## src/rtl/shift_unit_seq.sv

```systemverilog
// Iterative LSL/LSR/ASR/ROR shifter, one bit position per cycle.
// Operands in and results out over valid/ready handshakes.
module shift_unit_seq #(
  parameter int N = 4,
  localparam int CW = $clog2(N + 1)
) (
  input  logic         clk,
  input  logic         rst,
  input  logic         in_valid,
  output logic         in_ready,
  input  logic [N-1:0] data_in,
  input  logic [N-1:0] shift_amount,
  input  logic [1:0]   mode,
  output logic         out_valid,
  input  logic         out_ready,
  output logic [N-1:0] data_out,
  output logic         carry,
  output logic         zero
);

  typedef enum logic [1:0] {
    IDLE,
    SHIFT,
    DONE
  } state_e;

  localparam logic [1:0] LSL = 2'd0;
  localparam logic [1:0] LSR = 2'd1;
  localparam logic [1:0] ASR = 2'd2;
  localparam logic [1:0] ROR = 2'd3;

  localparam logic [N-1:0] NMAX = N'(N);
  localparam logic [CW-1:0] ONE = CW'(1);

  state_e        state_q;
  state_e        state_d;
  logic [N-1:0]  work_q;
  logic [1:0]    mode_q;
  logic [CW-1:0] cnt_q;
  logic          carry_q;
  logic          zero_q;

  logic [CW-1:0] eff;
  logic [N-1:0]  nxt;
  logic          cout;
  logic          accept;

  assign accept = in_valid && (state_q == IDLE);

  // Rotation wraps modulo N; the plain shifts saturate at N.
  always_comb begin
    eff = '0;
    if (mode == ROR) begin
      eff = CW'(shift_amount % NMAX);
    end else if (shift_amount >= NMAX) begin
      eff = CW'(N);
    end else begin
      eff = CW'(shift_amount);
    end
  end

  always_comb begin
    nxt  = work_q;
    cout = 1'b0;
    unique case (mode_q)
      LSL: begin
        nxt  = {work_q[N-2:0], 1'b0};
        cout = work_q[N-1];
      end
      LSR: begin
        nxt  = {1'b0, work_q[N-1:1]};
        cout = work_q[0];
      end
      ASR: begin
        nxt  = {work_q[N-1], work_q[N-1:1]};
        cout = work_q[0];
      end
      ROR: begin
        nxt  = {work_q[0], work_q[N-1:1]};
        cout = work_q[0];
      end
    endcase
  end

  always_comb begin
    state_d = state_q;
    unique case (state_q)
      IDLE: begin
        if (in_valid) begin
          state_d = (eff == '0) ? DONE : SHIFT;
        end
      end
      SHIFT: begin
        if (cnt_q == ONE) begin
          state_d = DONE;
        end
      end
      DONE: begin
        if (out_ready) begin
          state_d = IDLE;
        end
      end
      default: state_d = IDLE;
    endcase
  end

  always_ff @(posedge clk) begin
    if (rst) begin
      state_q <= IDLE;
    end else begin
      state_q <= state_d;
    end
  end

  always_ff @(posedge clk) begin
    if (rst) begin
      work_q  <= '0;
      mode_q  <= LSL;
      cnt_q   <= '0;
      carry_q <= 1'b0;
      zero_q  <= 1'b0;
    end else if (accept) begin
      work_q  <= data_in;
      mode_q  <= mode;
      cnt_q   <= eff;
      carry_q <= 1'b0;
      if (eff == '0) begin
        zero_q <= (data_in == '0);
      end
    end else if (state_q == SHIFT) begin
      work_q  <= nxt;
      carry_q <= cout;
      cnt_q   <= cnt_q - ONE;
      if (cnt_q == ONE) begin
        zero_q <= (nxt == '0);
      end
    end
  end

  assign in_ready  = (state_q == IDLE);
  assign out_valid = (state_q == DONE);
  assign data_out  = work_q;
  assign carry     = carry_q;
  assign zero      = zero_q;

endmodule
```

## config.mk

```make
export PLATFORM = sky130hd
export DESIGN_NAME = shift_unit_seq
export DESIGN_NICKNAME = d
export VERILOG_FILES = /design/src/rtl/shift_unit_seq.sv
export SDC_FILE = /design/constraint.sdc
export NUM_CORES = 1
export LEC_CHECK = 0
export CAP_MARGIN = 20
export CELL_PAD_IN_SITES_DETAIL_PLACEMENT = 1
export CELL_PAD_IN_SITES_GLOBAL_PLACEMENT = 2
export CORE_UTILIZATION = 28
export CTS_CLUSTER_DIAMETER = 200
export CTS_CLUSTER_SIZE = 30
export DETAILED_ROUTE_END_ITERATION = 7
export GPL_TIMING_DRIVEN = 0
export PLACE_DENSITY_LB_ADDON = 0.1
export SYNTH_ARGS = -nofsm -noshare
export SYNTH_HDL_FRONTEND = slang
export SYNTH_SLANG_ARGS = --single-unit
```

## constraint.sdc

```tcl
create_clock -name clk -period 2.5 [get_ports clk]
set_input_delay 0.25 -clock clk [delete_from_list [all_inputs] [get_ports clk]]
set_output_delay 0.25 -clock clk [all_outputs]
set_load 0.01 [all_outputs]
```

Word level (Yosys, flattened, before mapping). Cells that the tools add are included.

Bits in registers: 13. Logic and storage cells: 48. Output and inout bits: 8. Input port bits: 14.

$add $sub $neg: 1. Equality and inequality tests: 11. Reduce and logical (&&, ||, !) cells: 12. $lt $le $gt $ge: 1. Mux-type cells: 17.

Operators with widths (number): case mux 4 bit (4 select lines) (1); two-way mux 3 bit (4); == test 2 bit (second input constant) (4); zero test 4 bit (2); two-way mux 2 bit (4); two-way mux 4 bit (2); case mux 2 bit (3 select lines) (1); AND reduction 3 bit (2); == test 2 x 1 -> 1 bit (second input constant) (2); >= comparator 4 x 3 -> 1 bit (second input constant) (1); zero test 2 bit (2); two-way mux 1 bit (4); != test 2 x 1 -> 1 bit (second input constant) (2); != test 2 bit (second input constant) (2); nonzero test 2 bit (2); == test 3 x 1 -> 1 bit (second input constant) (1); zero test 3 bit (1); OR reduction 3 bit (1); subtractor 3 x 1 -> 3 bit (second input constant) (1); case mux 1 bit (2 select lines) (1); OR reduction 2 bit (1); logical AND 1 bit (1).

Longest topological paths before layout. Gate-level depths: netlist of run 1.

Depth in word-level cells: 7. Mapped depth: 6. Depth with buffers taken out: 6.

Least setup slack after synthesis of run 1. Ideal clock, no wire load.

Kind: register to register. From: register mode_q[0]. To: register work_q[1], in the netlist data_out[1]. Path slack: 1.102 ns. Cell stages (with the launch flop): 5. Period minus slack after synthesis: 1.398 ns. Library setup time: 0.129 ns. Arrival time: 1.269 ns. Buffers on the path: 0. Data required time: 2.371 ns. Cell sequence: dfxtp_1 nor2_1 mux2_2 a222oi_1 nor2_1.

Cells in the longest elaborated chain, start to end: 4. Elaborated cells between the ends (all ways): 7. Classes of those cells: 3 x eq/ne; 3 x mux; 1 x reduce/logical.

Ends and longest elaborated chain: from (decl) (line 38) `logic [1:0] mode_q;`; from (signal assigned) (line 124) `mode_q <= mode;`; == test 2 bit (tied with other cells) (line 65) `unique case (mode_q)`; case mux 4 bit (4 select lines) (*) (line 65); two-way mux 4 bit (*) (line 130) `end else if (state_q == SHIFT) begin`; two-way mux 4 bit (*) (line 122) `end else if (accept) begin`; to (signal assigned) (line 123) `work_q <= data_in;`; to (signal assigned) (line 131) `work_q <= nxt;`; to (decl) (line 37) `logic [N-1:0] work_q;`.

Mark *: on every way between the ends. The rest lies on a longest branch, timed or not. The select of a mux whose other input is x is not followed. A chain may end at the register's enable or synchronous reset.

Final worst setup path of run 1.
From: register state_q[0]. To: output out_valid.

Cells in the longest elaborated chain, start to end: 1.

Ends and longest elaborated chain: from (decl) (line 35) `state_e state_q;`; from (signal assigned) (line 111) `state_q <= state_d;`; == test 2 bit (line 141) `assign out_valid = (state_q == DONE);`; to (decl) (line 14) `output logic out_valid,`.

No other way between the ends.

==> flow_metrics.tcl, run 1 <==
set metrics [dict create \
    layer_with_the_highest_usage "met2" \
    synth_cell_type_count 36 \
    synth_top_area_cell "dfxtp_1" \
    worstPathMaxFanout 8 \
    cts_tree "built" \
    cts-htree-levels 1 \
    synth_sequential_area_ratio 0.350 \
    io-pin-count 22 \
    worst_clock_skew_ns 0.00656 \
    max_cap_viol_count 0 \
    yosys.area.top_type_share 0.350 \
    rr_endpoint "zero" \
    synth_enable_flop_cells 0 \
    ys_dominant_reg_cell "dfxtp_1" \
    cp-start-kind "register" \
    synth.cell_area_um2 744 \
    period_share 0.696 \
    postCtsSetupBuffers 0 \
    r2r_setup_slack_ns 0.87 \
    grt_remaining_overflow 0 \
    ys_seq_elements 13 \
    synth.net_count 101 \
    max_freq_ghz 0.575 \
    layout-drive-gt1-share 0.164 \
    ir_drop_mv 0.347 \
    dominant_cell_by_count_in_the_synthesized_netlist "dfxtp_1" \
    status "finished, final reports clean" \
    hold-path-cell-count 2 \
    synth.area.top_cells "dfxtp_1 (35%), nor2_1 (5.0%), a21oi_1 (4.7%), nand2_1 (4.0%), ha_1 (3.4%)" \
    timing_hold_violations_final 0 \
    num-fill-cells 309 \
    port_buffers 21 \
    timing.setup.tns_ns 0 \
    placed_cells_incl_taps 136 \
    wl_per_cell_um 14.3 \
    grt_pass1_wl_mm 3.23 \
    totalWireLength_mm 2.01 \
    placement_rows 18 \
    fin_worst_hold_slack_ns 0.477 \
    synthesis.yosys.warnings 0 \
    regArea_um2 260 \
    num_vias 722 \
    grt_setup_unrepaired "no" \
    synth_cells 85 \
    fp.coreArea_mm2 0.00250 \
    root_buffer "clkbuf_4" \
    grt_max_degree 11 \
    max_slew.worst_pin.slew_ns 0.757 \
    p_per_area_mw_per_mm2 550 \
    worst_skew_pair.late_latency_ns 0.28 \
    initial_cell_density_of_the_core 0.298 \
    synth-async-reset-ratio 0 \
    drt_pass1_iterations 4 \
    nets 127 \
    finalNonFillerCells 140 \
    crit_type "register to output pin" \
    setup_violations 0 \
    cts.sinks 13 \
    met3_usage 0.0508 \
    die-width_um 53.6 \
    grt_usage 0.159 \
    final-max-slew-violation-count 0 \
    syn_to_final_growth_pct 36.8 \
    r2r.worst_path.cells 5 \
    hold_worst_path_end "cnt_q[2]" \
    worst_hold_startpoint "cnt_q[2]" \
    cts-resized-gates 0 \
    full_die_area_mm2 0.00287 \
    ys_top_cells_by_count "dfxtp_1 (13), nor2_1 (10), nand2_1 (8)" \
    grt_pass1_vias 727 \
    die_h_um 53.6 \
    grt.met1_usage 0.176 \
    cts_hold_buf 0 \
    layout_min_cycle_time_ns 1.74 \
    post-route-drc-count 0 \
    crit_path_end_kind "output pin" \
    cts.reportedPaths.clkPinSlew_ns 0.09 \
    r2r-start "state_q[0]" \
    route.detailed.vias_per_inst 5.16 \
    gp_congestion 0.842 \
    worstPathArrival_ns 1.49 \
    detailedRoute.firstIterationViolations 11 \
    synth_area_per_cell_um2 8.76 \
    place.detailed.hpwl_mm 1.56 \
    grt_util_met2 0.298 \
    crit_required_ns 2.25 \
    min-delay-path-class "register to register" \
    timing.max_slew.rel_slack 0.493 \
    final_util 0.407 \
    cts_buffers 3 \
    route.antenna.remaining_nets 0 \
    antenna_diodes 0 \
    multiInputGateArea_um2 438 \
    leakagePower_uw 0.000388 \
    antenna_violations_before_repair 0 \
    clock_path_buffers 2 \
]
-- layout make-up --
cell class / instances / area share
multi-input combinational: 64 / 0.430
buffer: 4 / 0.0307
tap: 30 / 0.0369
sequential: 13 / 0.256
clock buffer: 4 / 0.0258
timing repair buffer: 21 / 0.206
inverter: 4 / 0.0147
-- layout by cell type (no fill, tap or decap), types with 3 or more instances in the layout --
master	synthesis	final
clkdlybuf4s50_1	0	21
dfxtp_1	13	13
nor2_1	10	10
nand2_1	8	8
a21oi_1	7	7
inv_1	4	4
o21ai_0	3	3
clkbuf_4	0	3
-- power breakdown --
part           internal [µW]  switching (µW)  leakage (µW)
Sequential               227            20.0      0.000107
Clock                   61.8            74.8     0.0000150
Combinational           95.7            81.7      0.000266
Total                    384             176      0.000388
-- kinds of logic (layout without fill, tap and decap cells) --
family                   after synthesis  count (layout)  synth area share
flip-flops                            13              13             0.350
AO/OA/AOI/OAI                         24              24             0.249
AND/OR/NAND/NOR                       33              33             0.237
XOR/XNOR                               1               1            0.0118
multiplexers                           4               4            0.0571
adder cells (fa/ha/maj)                2               2            0.0336
buffers and inverters                  8              33            0.0622
-- how the worst max path moves through the flow --
| stage | startpoint | to | slack [ns] | cells after the start |
|---|---|---|---|---|
| finish | state_q[0] | out_valid | 0.76 | 3 |
| global placement | in_valid | zero | 0.57 | 5 |
| global route | in_valid | zero | 0.72 | 5 |
| detailed placement | in_valid | zero | 0.53 | 5 |
| floorplan | mode_q[0] | data_out[1] | 1.10 | 4 |
| CTS | state_q[0] | out_valid | 0.75 | 3 |
-- sequential cells by signal (all words and copies together) (netlist names) --
signal and cells:
carry 1, data_out 4, mode_q 2, cnt_q 3, state_q 2, zero 1
-- metrics by stage --
stage	worst slack, ns	cell area [µm²]	total power, µW
floorplan	1.10	744	356
global placement	0.575	992	427
detailed placement	0.531	992	431
CTS	0.749	1020	565
global route	0.723	1020	598
finish	0.760	1020	561
-- worst max-delay path, stage by stage, from the launching register on --
cell and delay (ns):
dfxtp_1 0.32, buf_6 0.13, and2b_2 0.22, clkdlybuf4s50_1 0.55
-- metal layers --
layer / part of all wire / vias up
li1: - / 361
met1: 0.46 / 345
met2: 0.50 / 16
met3: 0.036 / 0
met4: 0 / 0
met5: 0 / -
(Power assumes the default switching activity.)
==> run 2: changes to the inputs <==
--- a/config.mk
+++ b/config.mk
@@ -8,7 +8,7 @@
 export CAP_MARGIN = 20
 export CELL_PAD_IN_SITES_DETAIL_PLACEMENT = 1
 export CELL_PAD_IN_SITES_GLOBAL_PLACEMENT = 2
-export CORE_UTILIZATION = 28
+export CORE_UTILIZATION = 23
 export CTS_CLUSTER_DIAMETER = 200
 export CTS_CLUSTER_SIZE = 30
 export DETAILED_ROUTE_END_ITERATION = 7
==> constraint.sdc (replaced) <==
create_clock -name clk -period 1.4 [get_ports clk]
set_input_delay 0.14 -clock clk [delete_from_list [all_inputs] [get_ports clk]]
set_output_delay 0.14 -clock clk [all_outputs]
set_load 0.01 [all_outputs]
==> run 2 against run 1 <==
Net effect:
- the flow now finishes with violations (setup timing)
- combinational power grew 110%
- flip-flop and latch count unchanged
- worst hold slack worse by 0.010 ns
- critical path depth up 3
- cell area up 14%
- register-to-register slack got worse by 0.89 ns
==> flow_metrics.tcl, run 2 (synthesis gave the netlist of run 1 again) <==
set metrics [dict create \
    status "complete, but fails checks" \
    violations "setup timing" \
    placement_rows 20 \
    fin_worst_hold_slack_ns 0.467 \
    totalWireLength_mm 2.26 \
    crit_type "register to register" \
    worstPathMaxFanout 8 \
    max_freq_ghz 0.704 \
    min-delay-path-class "input port to register" \
    cts.sinks 13 \
    num_vias 766 \
    layout-drive-gt1-share 0.322 \
    antenna_violations_before_repair 0 \
    die_h_um 58.9 \
    ir_drop_mv 0.308 \
    grt_remaining_overflow 0 \
    initial_cell_density_of_the_core 0.244 \
    final_util 0.379 \
    grt_max_degree 11 \
    route.antenna.remaining_nets 0 \
    slowest_cell_delay_on_critical_path_ns 0.38 \
    place_worst_setup_slack_ns -0.438 \
    io-pin-count 22 \
    grt_pass1_vias 737 \
    setup_violations 1 \
    drt_pass1_iterations 4 \
    layout.cells.most_common_list "clkdlybuf4s50_1 (17), nor2_1 (9), buf_4 (9)" \
    worst_clock_skew_ns 0.00638 \
    p_per_area_mw_per_mm2 927 \
    max_slew.worst_pin.slew_ns 0.539 \
    crit_path_cell_trace "buf_6, or3b_1, buf_6, o211ai_2, or3_4, a211oi_2" \
    place.detailed.hpwl_mm 1.55 \
    antenna_diodes 0 \
    clock_path_buffers 2 \
    cts_buffers 3 \
    grt_usage 0.145 \
    full_die_area_mm2 0.00347 \
    total_switching_power_uw 341 \
    fp.coreArea_mm2 0.00305 \
    critical-path-top-delay-family "simple AND/OR/NAND/NOR gates" \
    root_buffer "clkbuf_4" \
    cp-start-kind "register" \
    largest_register_ffs 4 \
    syn_to_final_growth_pct 55.3 \
    gp_congestion 0.688 \
    nets 135 \
    final-max-slew-violation-count 0 \
    route.layer.met1.wl_mm 1.04 \
    leakagePower_uw 0.000481 \
    intPower_uw 731 \
    cts.reportedPaths.clkPinSlew_ns 0.09 \
    fin_ws_ns -0.0203 \
    detailedRoute.firstIterationViolations 18 \
    period_share 1.01 \
    grt_setup_unrepaired "yes" \
    wl_per_cell_um 13.9 \
    post-route-drc-count 0 \
    layout_commonest_cell "clkdlybuf4s50_1" \
    max_cap_viol_count 0 \
    timing.max_slew.rel_slack 0.641 \
    power.total_uw 1070 \
    met3RoutedLength_um 87 \
    worstPathArrival_ns 1.63 \
    port_buffers 21 \
    cts-htree-levels 1 \
    seqPwrFrac 0.417 \
    critPathBufInv 2 \
    switching_share 0.318 \
    grt_pass1_wl_mm 3.61 \
    met2_wirelength_mm 1.10 \
    cpMaxStageDelayCell "or3_4" \
    timing_hold_violations_final 0 \
    power.share.clock 0.233 \
    layout_min_cycle_time_ns 1.42 \
    die-width_um 58.9 \
    route.top_layer_used "met4" \
    route.detailed.vias_per_inst 4.73 \
    worst_path_most_repeated_cell "buf_6" \
    timing.setup.tns_ns -0.0203 \
    worst_skew_pair.late_latency_ns 0.28 \
    crit_path_end_kind "register" \
    crit_required_ns 1.61 \
    cts_hold_buf 0 \
    comb_power_share 0.350 \
    cts_tree "built" \
]
run 2: cell types whose count changed in the layout (fill, tap and decap cells not counted), moves of 2 or more:
cell,delta
clkdlybuf4s50_1,-4
mux2_2,-2
dfxtp_2,+6
mux2_4,+2
dfxtp_1,-8
dlymetal6s2s_1,+2
dfxtp_4,+2
buf_4,+9
run 2: worst paths after layout:
kind,startpoint,slack [ns],cells past startpoint,to
worst min register to register,cnt_q[2],0.47,2,cnt_q[2]
worst max-delay path,state_q[0],-0.02,6,zero
worst min-delay path,mode[1],0.47,3,mode_q[1]
worst max register to register,state_q[0],-0.02,6,zero
run 2: cell type report:
type,instances,area (µm²)
Timing Repair Buffer,30,277
Inverter,4,15.0
Clock buffer,4,26.3
Multi-Input combinational cell,64,482
Buffer,3,26.3
Sequential cell,13,275
Tap cell,44,55.1
Fill cell,382,1900
run 2: worst reg2reg max path, stage by stage (launching register included):
cell and delay [ns]:
dfxtp_2 0.33, buf_6 0.13, or3b_1 0.13, buf_6 0.12, o211ai_2 0.08, or3_4 0.38, a211oi_2 0.17
run 2: per-stage QoR:
stage	cell area, µm²	cells
6_report	1160	162
2_1_floorplan	744	85
4_1_cts	1070	155
5_1_grt	1160	162
3_5_place_dp	1010	150
3_3_place_gp	1010	150
run 2: layer usage:
| layer | track usage | vias to the layer above |
|---|---|---|
| li1 | - | 376 |
| met1 | 0.186 | 371 |
| met2 | 0.232 | 15 |
| met3 | 0.0220 | 4 |
| met4 | 0.0816 | 0 |
| met5 | 0 | - |
run 2: power by group through the flow:
stage                     Clock, µW  Combinational, µW  Sequential [µW]
final                           249                375              447
after global routing            280                417              455
after CTS                       264                334              450
after detailed placement          0                319              452
after global placement            0                317              450
after floorplan                   0                188              447
run 2: what timing repair did:
action,CTS,global route
buffers inserted,1,8
pin swaps,2,7
gates resized for setup,14,11
setup endpoints to repair,14,8
